**src/rtl/sort_sequencer_pkg.sv**
```systemverilog
// Shared types and helpers for the sort_sequencer batch sorter.
package sort_sequencer_pkg;

    typedef enum logic [1:0] {
        ST_LOAD  = 2'd0,
        ST_SORT  = 2'd1,
        ST_DRAIN = 2'd2
    } state_e;

    localparam int SWAP_CNT_W = 16;

    // Swap counter holds at all-ones rather than wrapping.
    function automatic logic [SWAP_CNT_W-1:0] sat_inc(input logic [SWAP_CNT_W-1:0] v);
        return (&v) ? v : v + 1'b1;
    endfunction

endpackage

```
**src/rtl/sort_sequencer_cmp.sv**
```systemverilog
// Unsigned magnitude comparator shared by every compare slot of the sorter.
module byte_order_cmp #(
    parameter int WIDTH = 8
) (
    input  logic [WIDTH-1:0] a,
    input  logic [WIDTH-1:0] b,
    output logic             a_gt,
    output logic             b_gt,
    output logic             eq
);

    assign a_gt = (a > b);
    assign b_gt = (b > a);
    assign eq   = (a == b);

endmodule

```
**src/rtl/sort_sequencer.sv**
```systemverilog
// Buffers a DEPTH-element batch, bubble-sorts it in place with one shared
// comparator (one compare per cycle, early exit), then streams it out.
module sort_sequencer
    import sort_sequencer_pkg::*;
#(
    parameter int WIDTH  = 8,
    parameter int DEPTH  = 8,
    parameter bit ASCEND = 1'b1
) (
    input  logic                  clk,
    input  logic                  rst_n,
    input  logic                  in_valid,
    output logic                  in_ready,
    input  logic [WIDTH-1:0]      in_data,
    output logic                  out_valid,
    input  logic                  out_ready,
    output logic [WIDTH-1:0]      out_data,
    output logic                  out_last,
    output logic                  busy,
    output logic [SWAP_CNT_W-1:0] swap_count
);

    localparam int PTR_W = (DEPTH > 1) ? $clog2(DEPTH) : 1;
    localparam logic [PTR_W-1:0] PTR_ONE  = PTR_W'(1);
    localparam logic [PTR_W-1:0] PTR_LAST = PTR_W'(DEPTH - 1);
    localparam logic [PTR_W-1:0] IDX_LAST = PTR_W'(DEPTH - 2);

    state_e                  state_q;
    logic [WIDTH-1:0]        mem_q [DEPTH];
    logic [PTR_W-1:0]        wr_ptr_q;
    logic [PTR_W-1:0]        rd_ptr_q;
    logic [PTR_W-1:0]        idx_q;
    logic                    pass_swapped_q;
    logic [SWAP_CNT_W-1:0]   swap_count_q;

    logic [PTR_W-1:0]        idx_nxt;
    logic [WIDTH-1:0]        cmp_a;
    logic [WIDTH-1:0]        cmp_b;
    logic                    a_gt;
    logic                    b_gt;
    logic                    eq;
    logic                    out_of_order;

    assign idx_nxt = idx_q + PTR_ONE;
    assign cmp_a   = mem_q[idx_q];
    assign cmp_b   = mem_q[idx_nxt];

    byte_order_cmp #(.WIDTH(WIDTH)) u_cmp (
        .a    (cmp_a),
        .b    (cmp_b),
        .a_gt (a_gt),
        .b_gt (b_gt),
        .eq   (eq)
    );

    // Equal keys never swap, which keeps the sort stable.
    assign out_of_order = !eq && (ASCEND ? a_gt : b_gt);

    always_ff @(posedge clk or negedge rst_n) begin
        if (!rst_n) begin
            state_q        <= ST_LOAD;
            wr_ptr_q       <= '0;
            rd_ptr_q       <= '0;
            idx_q          <= '0;
            pass_swapped_q <= 1'b0;
            swap_count_q   <= '0;
            for (int i = 0; i < DEPTH; i++) begin
                mem_q[i] <= '0;
            end
        end else begin
            case (state_q)
                ST_LOAD: begin
                    if (in_valid) begin
                        mem_q[wr_ptr_q] <= in_data;
                        if (wr_ptr_q == '0) begin
                            swap_count_q <= '0;
                        end
                        if (wr_ptr_q == PTR_LAST) begin
                            state_q        <= ST_SORT;
                            wr_ptr_q       <= '0;
                            idx_q          <= '0;
                            pass_swapped_q <= 1'b0;
                        end else begin
                            wr_ptr_q <= wr_ptr_q + PTR_ONE;
                        end
                    end
                end
                ST_SORT: begin
                    if (out_of_order) begin
                        mem_q[idx_q]   <= cmp_b;
                        mem_q[idx_nxt] <= cmp_a;
                        pass_swapped_q <= 1'b1;
                        swap_count_q   <= sat_inc(swap_count_q);
                    end
                    // A pass with no swaps, including its final compare, ends the sort.
                    if (idx_q == IDX_LAST) begin
                        if (!pass_swapped_q && !out_of_order) begin
                            state_q  <= ST_DRAIN;
                            rd_ptr_q <= '0;
                        end else begin
                            idx_q          <= '0;
                            pass_swapped_q <= 1'b0;
                        end
                    end else begin
                        idx_q <= idx_nxt;
                    end
                end
                ST_DRAIN: begin
                    if (out_ready) begin
                        if (rd_ptr_q == PTR_LAST) begin
                            state_q  <= ST_LOAD;
                            rd_ptr_q <= '0;
                        end else begin
                            rd_ptr_q <= rd_ptr_q + PTR_ONE;
                        end
                    end
                end
                default: begin
                    state_q <= ST_LOAD;
                end
            endcase
        end
    end

    assign in_ready   = (state_q == ST_LOAD);
    assign out_valid  = (state_q == ST_DRAIN);
    assign out_last   = (state_q == ST_DRAIN) && (rd_ptr_q == PTR_LAST);
    assign busy       = (state_q != ST_LOAD);
    assign out_data   = mem_q[rd_ptr_q];
    assign swap_count = swap_count_q;

endmodule

```
**config.mk**
```make
export PLATFORM = sky130hd
export DESIGN_NAME = sort_sequencer
export DESIGN_NICKNAME = d
export VERILOG_FILES = /design/src/rtl/sort_sequencer_pkg.sv /design/src/rtl/sort_sequencer_cmp.sv /design/src/rtl/sort_sequencer.sv
export SDC_FILE = /design/constraint.sdc
export NUM_CORES = 1
export LEC_CHECK = 0
export BUFFER_PORTS_ARGS = -buffer_cell sky130_fd_sc_hd__buf_4
export CORE_ASPECT_RATIO = 0.5
export CORE_MARGIN = 10
export CORE_UTILIZATION = 24
export DETAILED_ROUTE_END_ITERATION = 10
export PLACE_DENSITY = 0.38
export SLEW_MARGIN = 20
export SYNTH_ARGS = -nofsm -noshare
export SYNTH_HDL_FRONTEND = slang
export SYNTH_SLANG_ARGS = --single-unit
```
**constraint.sdc**
```tcl
create_clock -name clk -period 3.75 [get_ports clk]
set_input_delay 0 -clock clk [delete_from_list [all_inputs] [get_ports clk]]
set_output_delay 0 -clock clk [all_outputs]
set_load 0.01 [all_outputs]
```
* After elaboration in Yosys (flattened, before gate mapping)
Index checks and enable logic that the tools add are counted.
** Storage, ports and cells
- Register bits after elaboration :: 92
- Output and inout port bits :: 28
- Word-level logic and storage cells :: 118
** Operators by class
- $add $sub $neg :: 4
- Magnitude comparators :: 8
- Equality and inequality tests :: 16
- Mux-type cells :: 50
- Bitwise operators :: 4
- Reductions and logical operators :: 22
** Operators by type and width (count)
- 64-bit bitwise mux :: 3
- 64-bit two-way mux :: 2
- 64-bit one-hot mux with 2 select lines :: 1
- 8-bit binary-select mux with 3-bit select :: 3
- 8-bit demux with 3-bit select :: 3
- 8-bit two-way mux :: 9
- 16-bit two-way mux :: 4
- 16-bit one-hot mux with 2 select lines :: 1
- 3-bit two-way mux :: 9
- 16-bit by 1-bit adder with 16-bit output (second input constant) :: 1
- 4-bit greater-or-equal comparator (second input constant) :: 4
- 3-bit NOT with 4-bit output :: 4
- 16-bit AND reduction :: 1
- 4-bit by 1-bit less-than comparator with 1-bit output (second input constant) :: 3
- 2-bit two-way mux :: 6
- 3-bit one-hot mux with 2 select lines :: 2
- 2-bit inequality test (second input constant) :: 5
- 3-bit by 1-bit adder with 3-bit output (second input constant) :: 3
- 3-bit == test (second input constant) :: 3
- 8-bit == test :: 1
- 8-bit greater-than comparator :: 1
- 2-bit by 1-bit inequality test with 1-bit output (second input constant) :: 4
- 4-bit AND reduction :: 2
- 1-bit logical AND :: 6
- other kinds (14) :: 23

* Longest topological paths before layout
Gate-level depths: netlist of run 1.
- Word-level depth :: 13
- Gate-level depth with buffers :: 19
- Mapped depth without buffers :: 12

* By module
Synthesis of run 1 repeated with hierarchy kept, for this count alone.
** Second synthesis, totals
- Cells, all modules :: 829
- Area, all modules :: 7532.2 µm²
** Modules (own cells, without submodules)
- sort_sequencer :: times used 1, cells each 800, area each 7307.0 µm²
- byte_order_cmp :: times used 1, cells each 29, area each 225.2 µm²

* Worst setup path before layout of run 1
Ideal clock, no wire load.
- Path type :: register to register
- From :: register idx_q[0]
- To :: register swap_count_q[6], in the netlist swap_count[6]
- Setup time :: 0.138 ns
- Arrival time :: 3.955 ns
- Setup slack :: -0.342 ns
- Cell stages (with the launch flop) :: 20
- Path buffers :: 8
- Cells stage by stage :: dfrtp_1 > buf_4 > inv_2 > buf_6 > buf_2 > ha_1 > clkbuf_1 > buf_2 > nor3_1 > a211oi_2 > ha_1 > a21oi_1 > o21ai_1 > and3_1 > buf_2 > o311ai_4 > or2_1 > buf_2 > buf_6 > o31ai_4
** On the way
- Longest elaborated chain between the ends :: 10
** RTL lines
- from (decl) :: line sort_sequencer.sv:32 : logic [PTR_W-1:0] idx_q;
- from (signal assigned) :: line sort_sequencer.sv:105 : idx_q <= idx_nxt;
- parallel branches: the longest is 7 deep, another holds 8-bit greater-than comparator
- 1-bit logical AND * :: line sort_sequencer.sv:57 : assign out_of_order = !eq && (ASCEND ? a_gt : b_gt);
- 2-bit inequality test (no line) *
- 5-bit AND reduction (no line) *
- to (signal assigned) :: line sort_sequencer.sv:93 : swap_count_q <= sat_inc(swap_count_q);
- to (decl) :: line sort_sequencer.sv:34 : logic [SWAP_CNT_W-1:0] swap_count_q;
Mark *: on every way between the ends. The select of a mux whose other input is x is not followed.
A chain may end at the register's enable or synchronous reset.

* Worst setup path in the final report of run 1
- From :: register idx_q[1]
- To :: register swap_count_q[11], in the netlist swap_count[11]
Same word-level chain as after synthesis.

==> results.py, run 1 <==
metrics = {
    "sta": {
        "max_freq_mhz": 268,
        "layout_setup_ws_ns": 0.0215,
        "finalHoldViolations": 0,
        "maxSlewViolCount": 0,
        "period_share": 0.994,
        "setup_viol_count_final": 0,
        "fin_crit_ns": 3.73,
        "worst_pin_slew_ns": 1.03,
        "timing.max_slew.rel_slack": 0.311,
        "clock_skew_ns": 0.0171,
        "rsz0062_at_grt": "yes",
    },
    "worst_setup_path": {
        "crit_path_start_kind": "register",
        "worst_path_largest_cell_delay_ns": 0.52,
        "rr_startpoint": "idx_q[1]$_DFFE_PN0P_",
        "worst_ep_arrival_ns": 4.01,
        "crit_path_top_delay_cell": "sky130_fd_sc_hd__mux4_2",
        "path_cells": "buf_12, buf_6, mux4_2, mux2i_1, inv_1, ha_1, nand4_1, nor3_2, a21boi_4, buf_6, o311ai_4, or2_4, buf_12, o41ai_2",
        "worst-endpoint-required_ns": 4.03,
        "cp-end-kind": "register",
        "reg2regPathDepth": 14,
        "r2r-end": "swap_count[11]$_DFFE_PN0P_",
        "rrSetupSlack_ns": 0.02,
        "timing_worst_setup_path_type": "reg -> reg",
        "cp_max_fo": 12,
    },
    "hold_path": {
        "holdPathStages": 3,
        "hp-class": "in -> reg",
        "timing.hold.worst.start": "in_data[2]",
        "hold-path-endpoint": "mem_q[26]$_DFFE_PN0P_",
    },
    "synthesis": {
        "synthTopCellsByCount": "sky130_fd_sc_hd__dfrtp_1 (92), sky130_fd_sc_hd__o21ai_0 (92), sky130_fd_sc_hd__o22a_1 (65)",
        "yosysTopAreaCellShare": 0.327,
        "avgSynthCellArea_um2": 9.61,
        "postSynthRegisterBits": 92,
        "synthMuxAreaShare": 0.149,
        "yosys.area.top_type": "sky130_fd_sc_hd__dfrtp_1",
        "synth-adder-area-share": 0.0284,
        "synth.top_cells.by_area": "sky130_fd_sc_hd__dfrtp_1 (33%), sky130_fd_sc_hd__mux4_2 (11%), sky130_fd_sc_hd__o22a_1 (8.1%)",
        "postSynthCellCount": 734,
        "synth-warning-count": 0,
        "netlist_area_before_placement_mm2": 0.00705,
        "number_of_flops_mapped_to_enable_cells_by_yosys": 0,
        "xor_xnor_cell_area_share_of_the_yosys_netlist": 0.00248,
        "synth_compound_area_frac": 0.339,
        "ys_async_sr_fraction": 1.00,
        "synth_cell_types": 62,
        "synth_seq_area_share": 0.327,
        "synthSimpleGateAreaFrac": 0.115,
        "syn_nets": 762,
        "largest_family_of_logic_cells_by_synthesized_area": "compound AO/OA/AOI/OAI gates",
        "yosys_most_used_dff": "sky130_fd_sc_hd__dfrtp_1",
    },
    "grt": {
        "grt_pass1_vias": 7152,
        "global_route_wire_length_before_repair_mm": 50.3,
        "maximum_number_of_pins_on_one_net_before_global_route_repair": 35,
        "grt.total_usage": 0.184,
        "antenna_found_initial": 0,
        "overflow": 0,
    },
    "clock_tree": {
        "tritoncts_num_sinks": 92,
        "cts.htree.levels": 3,
        "ctsLongestPathBuffers": 2,
        "cts_buffers": 9,
        "worst_skew_pair_latency_ns": 0.38,
        "clock_pin_slew_on_the_worst_setup_and_hold_paths_ns": 0.08,
        "clk_root_buf": "sky130_fd_sc_hd__clkbuf_16",
        "tritoncts": "yes",
    },
    "floorplan": {
        "die_w_um": 262,
        "die_area_mm2": 0.0370,
        "coreArea_mm2": 0.0290,
        "die_h_um": 141,
        "initial_cell_density_of_the_core": 0.243,
        "placement_rows": 44,
        "total_i_o_pin_count": 40,
    },
    "cells_and_area": {
        "fillerInstances": 3058,
        "nets": 883,
        "area_growth_pct": 29.5,
        "post_route_cells_drive_above_1_share": 0.294,
        "layoutNonFillerInstCount": 1252,
    },
    "placed_design": {
        "dpl.cell_count": 1211,
        "numPortBuffers": 39,
        "gpl.final_weighted_congestion": 0.909,
        "detailed_place_hpwl_mm": 23.7,
        "place_worst_setup_slack_ns": -0.334,
    },
    "routing": {
        "avgViaCountPerCell": 5.86,
        "dr_pass1_iterations": 5,
        "post-route-drc-count": 0,
        "detail-route-antenna-nets": 0,
        "wl_per_cell_um": 27.8,
        "postRouteWirelength_mm": 34.8,
        "detailroute.via_count": 7340,
        "detail_route.iter0.violations": 825,
    },
    "pwr": {
        "vdd_drop_max_uv": 441,
        "cellPowerDensity_mw_per_mm2": 1210,
        "leakagePower_nw": 3.67,
    },
    "job": {
        "max_cap_viol_count": 0,
    },
    "status": {
        "outcome": "finished, final reports clean",
    },
}
==> worst max-delay path, delay by kind of cell, from the launching register on <==
| family | cells | cell delay, ns |
|---|---|---|
| adders and majority gates | 1 | 0.28 |
| muxes | 2 | 0.73 |
| and+or+nand+nor | 3 | 0.82 |
| DFF | 1 | 0.44 |
| buffers and inverters | 5 | 0.72 |
| AOI/OAI and AO/OA | 3 | 0.61 |
==> area by class of cell <==
type	instances	area [um^2]	area share
inverter	19	80.1	0.00877
clock inverter	3	46.3	0.00507
tap	391	489	0.0536
timing repair buffer	153	1340	0.147
clock buffer	13	250	0.0274
antenna	1	2.50	0.000274
multi-input combinational	580	4610	0.505
sequential	92	2300	0.252
==> state kept, by name (all words and copies together) (netlist names) <==
name / count
swap_count: 16
pass_swapped_q: 1
wr_ptr_q: 3
state_q: 2
mem_q: 64
idx_q: 3
rd_ptr_q: 3
==> per-layer routing <==
| layer | track usage | routed length (um) | vias to the layer above |
|---|---|---|---|
| met5 | 0 | 0 | - |
| met4 | 0.0678 | 1050 | 0 |
| met3 | 0.0654 | 3820 | 65 |
| met2 | 0.275 | 15000 | 423 |
| met1 | 0.239 | 14900 | 3703 |
| li1 | - | - | 3149 |
==> placed cells by master (no fill, tap or decap), drive strengths merged, types with 2 or more instances in the layout <==
cell,netlist,layout
a221o,2,2
o22a,65,65
a21oi,53,53
o21ai,98,98
o31ai,10,10
ha,16,16
o41ai,2,2
inv,16,16
nor2b,9,9
nand2,60,60
a211oi,5,5
and4,2,2
or3,6,6
buf,27,147
a22o,5,5
bufbuf,0,2
nor2,36,36
o22ai,36,36
mux4,36,36
or2,2,2
a222oi,2,2
nor3,7,7
clkbuf,16,13
and3,4,4
nand2b,6,6
mux2,3,3
dfrtp,92,92
nand3,27,27
nand4,5,5
mux2i,18,18
clkinvlp,0,2
a2bb2oi,34,34
clkinv,3,3
and2,4,4
dlygate4sd3,0,4
a31oi,7,7
a221oi,3,3
a21o,3,3
==> kinds of logic after synthesis <==
family,count (synthesis)
AO/OA/AOI/OAI,335
AND/OR/NAND/NOR,170
flip-flops,92
buffers and inverters,62
multiplexers,57
adder cells (fa/ha/maj),16
XOR/XNOR,2
==> how the worst max path moves through the flow <==
stage,start,end,slack (ns)
after floorplan,idx_q[0]$_DFFE_PN0P_,swap_count[6]$_DFFE_PN0P_,0.01
after global placement,idx_q[0]$_DFFE_PN0P_,rd_ptr_q[0]$_DFFE_PN0P_,-0.22
after detailed placement,idx_q[0]$_DFFE_PN0P_,mem_q[63]$_DFFE_PN0P_,-0.33
after CTS,idx_q[0]$_DFFE_PN0P_,swap_count[11]$_DFFE_PN0P_,0.02
after global routing,idx_q[0]$_DFFE_PN0P_,swap_count[9]$_DFFE_PN0P_,-0.09
final,idx_q[1]$_DFFE_PN0P_,swap_count[11]$_DFFE_PN0P_,0.02
==> report_power, final <==
group	switching (mW)	total, mW	internal (mW)
logic	4.47	8.14	3.68
clock network	0.467	1.01	0.539
registers	0.552	1.93	1.38
==> through the flow <==
step	TNS [ns]	cell area, um^2	hold slack, ns	total power [mW]	utilization
after global placement	-9.95	8390	-0.00349	9.24	0.290
after CTS	0	8970	0.00822	10.7	0.310
after floorplan	0	7110	-0.296	6.00	-
final	0	9130	0.0283	11.1	0.315
after global routing	-0.321	9130	0.0431	11.7	0.315
after detailed placement	-14.46	8390	-0.00657	9.23	0.290
==> timing repair <==
item	in CTS	in global routing
gates resized for setup	22	24
pin swaps	6	7
endpoints found under the hold margin	34	0
setup endpoints to repair	86	66
buffers inserted	7	11
hold buffers	4	0
gates cloned	2	0
No activity file was read; power rests on OpenSTA's default activity.
==> run 2, diff against run 1 <==
BUFFER_PORTS_ARGS = unset   (was -buffer_cell sky130_fd_sc_hd__buf_4)
DONT_BUFFER_PORTS = 1   (was unset)
PLACE_DENSITY = 0.36   (was 0.38)
==> run 2 against run 1 <==
  * Core utilization down 1.1 points
  * Critical endpoint is now swap_count[9]$_DFFE_PN0P_
  * Global-route usage decreased by 0.17 points
  * Clock skew down 0.0044 ns
  * Combinational power decreased by 3.4%
  * Routed wire length down 1.6%
  * Highest routed layer is now met5
==> results.py, run 2 (synthesis results as in run 1) <==
metrics = {
    "pwr": {
        "total_power_mw": 10.9,
        "leakagePower_nw": 3.39,
        "cellPowerDensity_mw_per_mm2": 1240,
        "vdd_drop_max_uv": 344,
    },
    "routing": {
        "dr_pass1_iterations": 5,
        "wl_per_cell_um": 28.4,
        "avgViaCountPerCell": 5.89,
        "postRouteWirelength_mm": 34.2,
        "post-route-drc-count": 0,
        "detail_route.iter0.violations": 764,
        "detailroute.via_count": 7094,
        "detail-route-antenna-nets": 0,
    },
    "grt": {
        "antenna_found_initial": 1,
        "grt_pass1_vias": 6971,
        "grt.total_usage": 0.182,
        "maximum_number_of_pins_on_one_net_before_global_route_repair": 93,
        "global_route_wire_length_before_repair_mm": 49.9,
        "overflow": 0,
    },
    "sta": {
        "worst_pin_slew_ns": 0.787,
        "period_share": 0.981,
        "finalHoldViolations": 0,
        "setup_viol_count_final": 0,
        "clock_skew_ns": 0.0127,
        "fin_crit_ns": 3.68,
        "maxSlewViolCount": 0,
        "timing.max_slew.rel_slack": 0.474,
        "max_freq_mhz": 272,
    },
    "placed_design": {
        "numPortBuffers": 0,
        "placement.cell_area_mm2": 0.00804,
        "gpl.final_weighted_congestion": 0.915,
        "detailed_place_hpwl_mm": 24.2,
    },
    "cells_and_area": {
        "leading_cell_types_in_the_layout_fill_and_taps_excluded": "sky130_fd_sc_hd__o21ai_0 (91), sky130_fd_sc_hd__dfrtp_1 (90), sky130_fd_sc_hd__buf_4 (77)",
        "post_route_cells_drive_above_1_share": 0.256,
        "final_design_area_no_fill_mm2": 0.00880,
        "max_flop_register": "mem_q",
        "fillerInstances": 3066,
        "area_growth_pct": 24.8,
        "layout_commonest_cell": "sky130_fd_sc_hd__o21ai_0",
        "nets": 835,
        "number_of_flip_flops_under_the_largest_register_name": 64,
    },
    "worst_setup_path": {
        "worst_setup_path_startpoint": "idx_q[0]$_DFFE_PN0P_",
        "rr_startpoint": "idx_q[0]$_DFFE_PN0P_",
        "cp_max_fo": 8,
        "cp-end-kind": "register",
        "crit_path_start_kind": "register",
        "worst-endpoint-required_ns": 4.02,
        "timing_worst_setup_path_type": "reg -> reg",
        "worst_ep_arrival_ns": 3.95,
    },
    "hold_path": {
        "hp-class": "in -> reg",
        "timing.hold.worst.start": "in_data[6]",
    },
    "floorplan": {
        "coreArea_mm2": 0.0290,
        "placement_rows": 44,
        "die_w_um": 262,
        "initial_cell_density_of_the_core": 0.243,
        "total_i_o_pin_count": 40,
        "die_h_um": 141,
        "die_area_mm2": 0.0370,
    },
    "status": {
        "outcome": "finished, final reports clean",
    },
    "job": {
        "max_cap_viol_count": 0,
    },
    "clock_tree": {
        "tritoncts": "yes",
        "ctsLongestPathBuffers": 2,
        "worst_skew_pair_latency_ns": 0.38,
        "cts_buffers": 9,
        "clk_root_buf": "sky130_fd_sc_hd__clkbuf_16",
        "cts.htree.levels": 3,
        "clock_pin_slew_on_the_worst_setup_and_hold_paths_ns": 0.08,
        "tritoncts_num_sinks": 92,
    },
}
run 2: changes by cell type in the layout (fill, tap and decap cells not counted), moves of 3 or more:
cell and change:
sky130_fd_sc_hd__buf_4 -55, sky130_fd_sc_hd__buf_12 -4, sky130_fd_sc_hd__buf_8 +3, sky130_fd_sc_hd__o21ai_0 +7, sky130_fd_sc_hd__o21ai_1 -6, sky130_fd_sc_hd__dlygate4sd3_1 +7
sky130_fd_sc_hd__mux2i_2 +4
run 2: worst max-delay path: stages (launching register included):
cell                       delay (ns)
sky130_fd_sc_hd__dfrtp_2         0.46
sky130_fd_sc_hd__ha_4            0.20
sky130_fd_sc_hd__xor2_4          0.28
sky130_fd_sc_hd__buf_6           0.20
sky130_fd_sc_hd__mux4_2          0.32
sky130_fd_sc_hd__mux2i_2         0.28
sky130_fd_sc_hd__ha_1            0.30
sky130_fd_sc_hd__nand4_1         0.17
sky130_fd_sc_hd__nand2b_4        0.18
sky130_fd_sc_hd__and3_4          0.19
sky130_fd_sc_hd__buf_4           0.14
sky130_fd_sc_hd__o311ai_4        0.11
sky130_fd_sc_hd__or2_4           0.29
sky130_fd_sc_hd__buf_12          0.16
sky130_fd_sc_hd__o41ai_2         0.27
run 2: repair_timing:
| action | 4_1_cts | 5_1_grt |
|---|---|---|
| cloned | 0 | 1 |
| hold buffers | 12 | 0 |
| pin swaps | 1 | 6 |
| gates resized for setup | 12 | 41 |
| endpoints found under the setup margin | 64 | 85 |
| endpoints found under the hold margin | 153 | 0 |
| buffers inserted | 1 | 7 |
run 2: cell type report:
cell class	count	area (um^2)	area share
Multi-Input combinational cell	580	4650	0.529
Sequential cell	92	2300	0.262
Timing Repair Buffer	105	965	0.110
Tap cell	391	489	0.0556
Clock buffer	10	229	0.0260
Inverter	19	87.6	0.00995
Clock inverter	6	71.3	0.00810
Antenna cell	1	2.50	0.000284
run 2: stage by stage:
step	hold slack [ns]	utilization	std cells	TNS, ns	worst slack (ns)
floorplan	-0.296	-	734	0	0.0125
global placement	-0.291	0.278	1166	-9.29	-0.387
CTS	0.00479	0.295	1195	0	0.0121
detailed placement	-0.291	0.278	1166	-11.27	-0.398
finish	0.0233	0.304	1204	0	0.0708
global route	0.0379	0.304	1203	-0.0652	-0.0288
run 2: final timing paths:
kind,slack (ns),cells after the start,endpoint
setup / recovery,0.07,14,swap_count[9]$_DFFE_PN0P_
hold / removal,0.02,3,mem_q[14]$_DFFE_PN0P_
setup reg to reg,0.07,14,swap_count[9]$_DFFE_PN0P_
hold reg to reg,0.55,2,pass_swapped_q$_DFFE_PN0P_
max in group asynchronous,3.04,2,mem_q[42]$_DFFE_PN0P_
min in group asynchronous,0.32,2,mem_q[13]$_DFFE_PN0P_
run 2: where the power goes:
group,total [mW],switching (mW),leakage [nW],internal (mW)
clock,0.999,0.475,0.140,0.524
combinational,7.86,4.45,2.09,3.40
sequential,2.02,0.646,1.16,1.38
total,10.9,5.57,3.39,5.30
run 2: layer usage:
layer  track usage  vias to the layer above  share of wire
li1              -                     3058              -
met2         0.261                      378           0.42
met1         0.241                     3601           0.45
met5       0.00943                        -         0.0014
met4        0.0487                        2          0.021
met3        0.0805                       55           0.11
